===== config.mk =====
export PLATFORM = sky130hd
export DESIGN_NAME = tpu_sync_fifo_flat
export DESIGN_NICKNAME = d
export VERILOG_FILES = /design/src/rtl/tpu_sync_fifo_if.sv /design/src/rtl/tpu_sync_fifo.sv /design/src/flat_wrapper.sv
export SDC_FILE = /design/constraint.sdc
export NUM_CORES = 1
export LEC_CHECK = 0
export ABC_AREA = 1
export BUFFER_PORTS_ARGS = -buffer_cell sky130_fd_sc_hd__buf_2
export CORE_UTILIZATION = 60
export CTS_BUF_LIST = sky130_fd_sc_hd__clkbuf_4 sky130_fd_sc_hd__clkbuf_8
export CTS_CLUSTER_DIAMETER = 40
export DETAILED_ROUTE_END_ITERATION = 6
export GPL_TIMING_DRIVEN = 0
export PLACE_DENSITY = 0.79
export SETUP_SLACK_MARGIN = 0.2
export SYNTH_ARGS = -nofsm -noshare
export SYNTH_HDL_FRONTEND = slang
export SYNTH_SLANG_ARGS = --single-unit

===== constraint.sdc =====
create_clock -name i_clk -period 4 [get_ports i_clk]
set_clock_uncertainty 0.1 [all_clocks]
set_input_delay 0.4 -clock i_clk [delete_from_list [all_inputs] [get_ports i_clk]]
set_output_delay 0.4 -clock i_clk [all_outputs]
set_load 0.01 [all_outputs]

===== src/rtl/tpu_sync_fifo_if.sv =====
// Handshake/data bundle for tpu_sync_fifo: producer/consumer requests and the
// queue status outputs. Port names match the original flat port list.
interface tpu_sync_fifo_if #(
    parameter int DATA_W = 32,
    parameter int DEPTH  = 8
);
    localparam int CW = $clog2(DEPTH) + 1;

    logic              i_clr;
    logic              i_wr;
    logic [DATA_W-1:0] i_data;
    logic              i_rd;
    logic [DATA_W-1:0] o_data;
    logic              o_full;
    logic              o_empty;
    logic              o_almost_full;
    logic              o_almost_empty;
    logic [CW-1:0]     o_count;
    logic              o_overflow;
    logic              o_underflow;

    modport master (
        output i_clr, i_wr, i_data, i_rd,
        input  o_data, o_full, o_empty, o_almost_full, o_almost_empty,
               o_count, o_overflow, o_underflow
    );

    modport slave (
        input  i_clr, i_wr, i_data, i_rd,
        output o_data, o_full, o_empty, o_almost_full, o_almost_empty,
               o_count, o_overflow, o_underflow
    );
endinterface


===== src/rtl/tpu_sync_fifo.sv =====
// Single-clock show-ahead FIFO with wrap-bit pointers, registered occupancy,
// almost-full/empty thresholds, sticky overflow/underflow and synchronous flush.
module tpu_sync_fifo #(
    parameter int DATA_W   = 32,
    parameter int DEPTH    = 8,
    parameter int AF_LEVEL = DEPTH - 2,
    parameter int AE_LEVEL = 2
) (
    input  logic           i_clk,
    input  logic           i_rstn,
    tpu_sync_fifo_if.slave bus
);
    localparam int AW = $clog2(DEPTH);
    localparam int PW = AW + 1;

    logic [DATA_W-1:0] mem [DEPTH];

    logic [PW-1:0] wr_ptr_q, wr_ptr_d;
    logic [PW-1:0] rd_ptr_q, rd_ptr_d;
    logic [PW-1:0] count_q, count_d;
    logic          ovf_q, ovf_d;
    logic          unf_q, unf_d;

    logic full, empty, wr_acc, rd_acc;

    // Flags come only from registered state, never from this cycle's requests.
    assign full   = (wr_ptr_q[AW-1:0] == rd_ptr_q[AW-1:0]) && (wr_ptr_q[AW] != rd_ptr_q[AW]);
    assign empty  = (wr_ptr_q == rd_ptr_q);
    assign wr_acc = bus.i_wr && !full  && !bus.i_clr;
    assign rd_acc = bus.i_rd && !empty && !bus.i_clr;

    always_comb begin
        wr_ptr_d = wr_ptr_q;
        rd_ptr_d = rd_ptr_q;
        count_d  = count_q;
        ovf_d    = ovf_q | (bus.i_wr && full);
        unf_d    = unf_q | (bus.i_rd && empty);
        if (bus.i_clr) begin
            wr_ptr_d = '0;
            rd_ptr_d = '0;
            count_d  = '0;
            ovf_d    = 1'b0;
            unf_d    = 1'b0;
        end else begin
            if (wr_acc) wr_ptr_d = wr_ptr_q + PW'(1);
            if (rd_acc) rd_ptr_d = rd_ptr_q + PW'(1);
            if (wr_acc && !rd_acc)      count_d = count_q + PW'(1);
            else if (rd_acc && !wr_acc) count_d = count_q - PW'(1);
        end
    end

    always_ff @(posedge i_clk or negedge i_rstn) begin
        if (!i_rstn) begin
            wr_ptr_q <= '0;
            rd_ptr_q <= '0;
            count_q  <= '0;
            ovf_q    <= 1'b0;
            unf_q    <= 1'b0;
        end else begin
            wr_ptr_q <= wr_ptr_d;
            rd_ptr_q <= rd_ptr_d;
            count_q  <= count_d;
            ovf_q    <= ovf_d;
            unf_q    <= unf_d;
        end
    end

    // Storage is deliberately unreset so it can map onto RAM.
    always_ff @(posedge i_clk) begin
        if (wr_acc) mem[wr_ptr_q[AW-1:0]] <= bus.i_data;
    end

    assign bus.o_data         = empty ? '0 : mem[rd_ptr_q[AW-1:0]];
    assign bus.o_full         = full;
    assign bus.o_empty        = empty;
    assign bus.o_almost_full  = (count_q >= PW'(AF_LEVEL));
    assign bus.o_almost_empty = (count_q <= PW'(AE_LEVEL));
    assign bus.o_count        = count_q;
    assign bus.o_overflow     = ovf_q;
    assign bus.o_underflow    = unf_q;
endmodule


===== src/flat_wrapper.sv =====
// flat-port wrapper written by rule: the top's interface ports become plain ports
module tpu_sync_fifo_flat 
#(
    parameter int DATA_W   = 32,
    parameter int DEPTH    = 8,
    parameter int AF_LEVEL = DEPTH - 2,
    parameter int AE_LEVEL = 2
)
  (i_clk, i_rstn, bus_i_clr, bus_i_wr, bus_i_data, bus_i_rd, bus_o_data, bus_o_full, bus_o_empty, bus_o_almost_full, bus_o_almost_empty, bus_o_count, bus_o_overflow, bus_o_underflow);
  tpu_sync_fifo_if #(.DATA_W(DATA_W), .DEPTH(DEPTH)) bus_i ();
  input  logic i_clk;
  input  logic i_rstn;
  input wire logic [$bits(bus_i.i_clr)-1:0] bus_i_clr;
  input wire logic [$bits(bus_i.i_wr)-1:0] bus_i_wr;
  input wire logic [$bits(bus_i.i_data)-1:0] bus_i_data;
  input wire logic [$bits(bus_i.i_rd)-1:0] bus_i_rd;
  output wire logic [$bits(bus_i.o_data)-1:0] bus_o_data;
  output wire logic [$bits(bus_i.o_full)-1:0] bus_o_full;
  output wire logic [$bits(bus_i.o_empty)-1:0] bus_o_empty;
  output wire logic [$bits(bus_i.o_almost_full)-1:0] bus_o_almost_full;
  output wire logic [$bits(bus_i.o_almost_empty)-1:0] bus_o_almost_empty;
  output wire logic [$bits(bus_i.o_count)-1:0] bus_o_count;
  output wire logic [$bits(bus_i.o_overflow)-1:0] bus_o_overflow;
  output wire logic [$bits(bus_i.o_underflow)-1:0] bus_o_underflow;
  assign bus_i.i_clr = bus_i_clr;
  assign bus_i.i_wr = bus_i_wr;
  assign bus_i.i_data = bus_i_data;
  assign bus_i.i_rd = bus_i_rd;
  assign bus_o_data = bus_i.o_data;
  assign bus_o_full = bus_i.o_full;
  assign bus_o_empty = bus_i.o_empty;
  assign bus_o_almost_full = bus_i.o_almost_full;
  assign bus_o_almost_empty = bus_i.o_almost_empty;
  assign bus_o_count = bus_i.o_count;
  assign bus_o_overflow = bus_i.o_overflow;
  assign bus_o_underflow = bus_i.o_underflow;
  tpu_sync_fifo #(.DATA_W(DATA_W), .DEPTH(DEPTH), .AF_LEVEL(AF_LEVEL), .AE_LEVEL(AE_LEVEL)) u_core (.i_clk(i_clk), .i_rstn(i_rstn), .bus(bus_i));
endmodule

---- After elaboration in Yosys (flattened, before gate mapping) ----
Memory sizes are Yosys's and may differ from the RTL's.
Index checks and enable logic that the tools add are counted.
word-level totals
  register bits ........................... 14
  RAM bits ................................ 256
  output and inout bits ................... 42
  word-level logic and storage cells ...... 46
  memories ................................ 1
operators by class
  add/subtract/negate cells ............... 4
  magnitude comparators ................... 2
  equality and inequality tests ........... 3
  muxes and demuxes ....................... 12
  bitwise logic cells ..................... 2
  reduce and logical (&&, ||, !) cells .... 17
memories
  name        depth  bits a word  rd ports  clocked after Yosys merged registers in  write ports  RTL line             RTL
  u_core.mem  8      32           1         0                                        1            tpu_sync_fifo.sv:16  logic [DATA_W-1:0] mem [DEPTH];
operator list
  cell                                                                               number
  32-bit two-way mux                                                                 1
  4-bit two-way mux                                                                  7
  4-bit by 1-bit adder with 4-bit output (second input constant)                     3
  1-bit logical AND                                                                  9
  1-bit zero test                                                                    5
  4-bit equality test                                                                1
  4-bit by 3-bit >= comparator with 1-bit output (second input constant)             1
  4-bit by 2-bit less-or-equal comparator with 1-bit output (second input constant)  1
  1-bit two-way mux                                                                  4
  2-bit nonzero test                                                                 2
  4-bit by 1-bit subtractor with 4-bit output (second input constant)                1
  3-bit equality test                                                                1
  3-bit nonzero test                                                                 1
  1-bit OR                                                                           2
  1-bit != test                                                                      1

---- Logic depth before layout (Yosys ltp) ----
  word-level depth ........................ 10
  mapped depth ............................ 17
  gate-level depth less buffers ........... 16

---- Worst setup path after synthesis ----
OpenSTA, ideal clock, no wires.
  path type ............................... reg-to-reg
  start point ............................. register u_core.rd_ptr_q[0]
  end point ............................... memory u_core.mem[0][0], enable pin
  library setup time ...................... 0.421 ns
  data arrival time ....................... 2.559 ns
  slack ................................... 0.920 ns
  stages on the path, launching flop included .. 11
  path buffers ............................ 1
  clock period less this slack ............ 3.080 ns
  cell sequence ........................... dfrtp_1 > buf_6 > inv_4 > nand2_2 > nand2_2 > inv_2 > nand4_2 > nand3_2 > inv_1 > nand2_1 > nor2_1
on the way
  longest elaborated chain between the ends .. 7
ends and longest elaborated chain
  what                                     RTL line             RTL
  start: declaration                       tpu_sync_fifo.sv:19  logic [PW-1:0] rd_ptr_q, rd_ptr_d;
  start signal: assignment                 tpu_sync_fifo.sv:61  rd_ptr_q <= rd_ptr_d;
  3-bit equality test                      tpu_sync_fifo.sv:27  assign full = (wr_ptr_q[AW-1:0] == rd_ptr_q[AW-1:0]) && (wr_ptr_q[AW] != rd_ptr_q[AW]);
  1-bit logical AND                        tpu_sync_fifo.sv:27
  1-bit zero test                          tpu_sync_fifo.sv:29  assign wr_acc = bus.i_wr && !full && !bus.i_clr;
  1-bit logical AND (2 in series)          tpu_sync_fifo.sv:29
  1-bit two-way mux                        tpu_sync_fifo.sv:70  if (wr_acc) mem[wr_ptr_q[AW-1:0]] <= bus.i_data;
  1-bit two-way mux (implied by the code)  tpu_sync_fifo.sv:70
  end: declaration                         tpu_sync_fifo.sv:16
No other way between the ends.

---- Worst setup path after layout ----
  start point ............................. register u_core.rd_ptr_q[0]
  end point ............................... output port bus_o_data[21]
on the way
  longest elaborated chain between the ends .. 2
  elaborated cells between the ends (all ways) .. 3
  those cells by class .................... eq/ne (1); mux (1); memory (1)
ends and longest elaborated chain
  what                                                                  RTL line             RTL
  memory read 8 x 32 bit / 4-bit equality test (equally long branches)  n/a
  32-bit two-way mux *                                                  tpu_sync_fifo.sv:73  assign bus.o_data = empty ? '0 : mem[rd_ptr_q[AW-1:0]];
  end: declaration                                                      flat_wrapper.sv:17   output wire logic [$bits(bus_i.o_data)-1:0] bus_o_data;
Mark *: on every way between the ends. The rest lies on a longest branch, timed or not.

==> out/results.txt <==
Status: complete, no violations
Sequential fraction of the synthesis area: 74.5%
Worst hold path cell count: 1
1st-iter DRT viols: 779
CTS tree: done
First-pass GRT wire length: 38600 um
Reg2Reg Depth: 11
CTS Sinks: 270
Yosys Warn Count: 0
Largest cells by area after synthesis: edfxtp_1 (71%), o21ai_0 (7.4%), nor2_1 (7.1%), o22ai_1 (3.7%), dfrtp_1 (3.2%)
Die X: 136 um
Worst-path clk slew: 60 ps
Leakage: 4.53 nW
Layout cells sized above 1: 18.9%
Hold Path End: u_core.mem[7][22]
PD cells: 516 nW/um^2
CP Buf/Inv Count: 4
Syn Nets: 900
RSZ-0062 raised after global routing: no
Max-cap violations: 0
Layout area overhead: 17.5%
Grt peak-use layer: met2
Routability cong.: 0.821
DR WL/cell: 20.0 um
Met3 Use GR: 6.08%
Routed vias/inst: 5.98
Slowest stage delay, CP: 540 ps
Crit-path slowest cell: clkbuf_1
FMAX: 0.301 GHz
DRC: 0
GRT Overall Usage: 28.5%
TritonCTS Buffers: 43
Final setup viols: 0
GR Util met2: 44.6%
FFs w/ async S/R, synth: 5.19%
# hold bufs at CTS: 9
ANT cells: 0
Slew Limit Fails: 0
Rel. slew slack: 51.6%
Most common cell in the synthesized netlist: edfxtp_1
Critical Path Sink Type: output pin
Vias: 7518
Cells after synthesis: 858
Worst Hold Class: in -> reg
Worst r2r src: u_core.rd_ptr_q[0]
Critical path class: reg -> out
Root Driver: clkbuf_8
Worst Tran Pin Value: 726 ps
Post-synth top area share: 71.2%
Multi-input gate area: 2510 um^2
Cell variety after synth: 28
FF+latch area: 8040 um^2
Initial antenna violation count: 0
CP delay by family, top: buffers and inverters
Die area: 18500 um^2
Initial Utilization: 62.0%
Peak VDD IR: 338 uV
Met1 Resource Use GR: 38.8%
Clk buf depth: 3
Fillers: 1134
WP data arrival: 2820 ps
Syn avg cell area: 12.6 um^2
Die Y: 136 um
Final hold vios: 0
Vias in the first global route: 7299
Period utilization: 83.1%
Tmin final: 3320 ps
Num rows: 48
Most used cell, CP: nor2_1
Synth top cells by count: edfxtp_1 (256), nor2_1 (203), o21ai_0 (160)
Synthesized flop and latch total: 270
Layout net count: 1040
Detailed Place HPWL: 15600 um
Post-synthesis cell area: 10800 um^2
Hold path start: bus_i_data[22]
Synth area leader: edfxtp_1
Port bufs: 78
CP Launch Type: register
Largest net degree at the start of global routing: 19
First-pass DRT Iterations: 6
CP Max Fanout: 10
Gr ovfl total: 0
Non-filler instance count after layout: 1257
Worst setup margin: 677 ps
# resized after CTS: 0
Postcts setup bufs: 0
R2R Setup Slk: 1090 ps
Top FF cell, synth: edfxtp_1
Core Area: 17400 um^2
Ports: 79
Clock latency on the worst-skew pair: 540 ps
Final core occ: 72.8%
Placed cell count: 1169
H-tree levels: 2
Required @ worst endpoint: 3500 ps
EDFF count, synth: 256
Cell Chain, Critical Path: buf_6 > buf_2 > clkbuf_1 > nor2_1 > o22ai_1 > nor2_1 > nor2_1 > buf_2
Pre-CTS setup slack: 1090 ps
Antenna-violating nets left: 0
Worst R2R End: u_core.mem[4][30]
Drt total wl: 25200 um
Fin Setup TNS: 0 ps
-- registers in the layout, indices dropped and copies added (netlist names) --
register,cells
u_core.mem,256
u_core.bus.o_count,4
u_core.rd_ptr_q,4
u_core.wr_ptr_q,4
u_core.bus.o_overflow,1
u_core.bus.o_underflow,1
-- through the flow --
step,total power [mW],hold WS (ps),area [um^2]
floorplan,3.88,4.41,10800
global placement,4.27,211,11500
detailed placement,4.31,220,11700
CTS,6.56,2.20,12700
global route,6.80,11.2,12700
finish,6.55,12.9,12700
-- layout make-up --
| cell class | count | area share (%) |
|---|---|---|
| tap | 225 | 2.22 |
| multi-input combinational | 513 | 19.8 |
| inverter | 23 | 0.701 |
| buffer | 52 | 1.73 |
| clock buffer | 58 | 5.61 |
| clock inverter | 21 | 1.06 |
| timing repair buffer | 95 | 5.53 |
| sequential | 270 | 63.4 |
-- power breakdown --
group | internal (mW) | switching [mW]
logic | 0.347 | 0.734
clock network | 1.23 | 1.05
registers | 3.15 | 0.0340
total | 4.73 | 1.81
-- how the worst max path moves through the flow --
| stage | startpoint | to | slack, ps | depth (start not counted) |
|---|---|---|---|---|
| detailed placement | u_core.rd_ptr_q[0] | u_core.mem[0][20] | 1090 | 11 |
| global placement | u_core.rd_ptr_q[0] | u_core.mem[0][20] | -540 | 10 |
| CTS | u_core.rd_ptr_q[0] | bus_o_data[21] | 680 | 8 |
| finish | u_core.rd_ptr_q[0] | bus_o_data[21] | 680 | 8 |
| floorplan | u_core.rd_ptr_q[0] | u_core.mem[0][0] | 920 | 10 |
| global route | u_core.rd_ptr_q[0] | bus_o_data[21] | 570 | 8 |
-- layout by cell type, fill, tap and decap left out --
cell	count
edfxtp_1	256
nor2_1	195
o21ai_0	160
buf_2	91
o22ai_1	64
clkbuf_8	44
nand2_1	41
clkbuf_1	36
inv_1	18
clkbuf_4	14
dfrtp_1	14
o21ai_1	11
clkinv_1	10
dlygate4sd3_1	9
nor2_4	8
a21oi_1	8
buf_16	8
nand2_2	7
clkinv_2	5
inv_2	4
ha_1	4
nand3_1	3
inv_6	3
nor2_2	2
buf_1	2
xor2_1	2
clkinvlp_4	2
buf_6	1
inv_4	1
nand4_2	1
nand2_4	1
nand3_2	1
nand4_4	1
o211ai_1	1
o21a_1	1
nor3_1	1
fa_1	1
bufinv_16	1
-- layer usage --
metal | vias up | wire [um]
met5 | - | 0
met4 | 0 | 675
met3 | 59 | 2660
met2 | 481 | 12000
met1 | 3563 | 9820
li1 | 3415 | -
-- logic make-up after synthesis --
family / share of synthesized area [%]
simple gates: 9.70
buf+inv: 2.85
fa+ha+maj: 0.649
compound gates: 12.2
xor+xnor: 0.162
flops: 74.5
-- worst register-to-register path: cells and delay by family, from the launching register on --
kind          cells  cell delay [ps]
simple gates      6             1290
buf+inv           5              740
flops             1              480
Power figures use the tool's default switching activity.
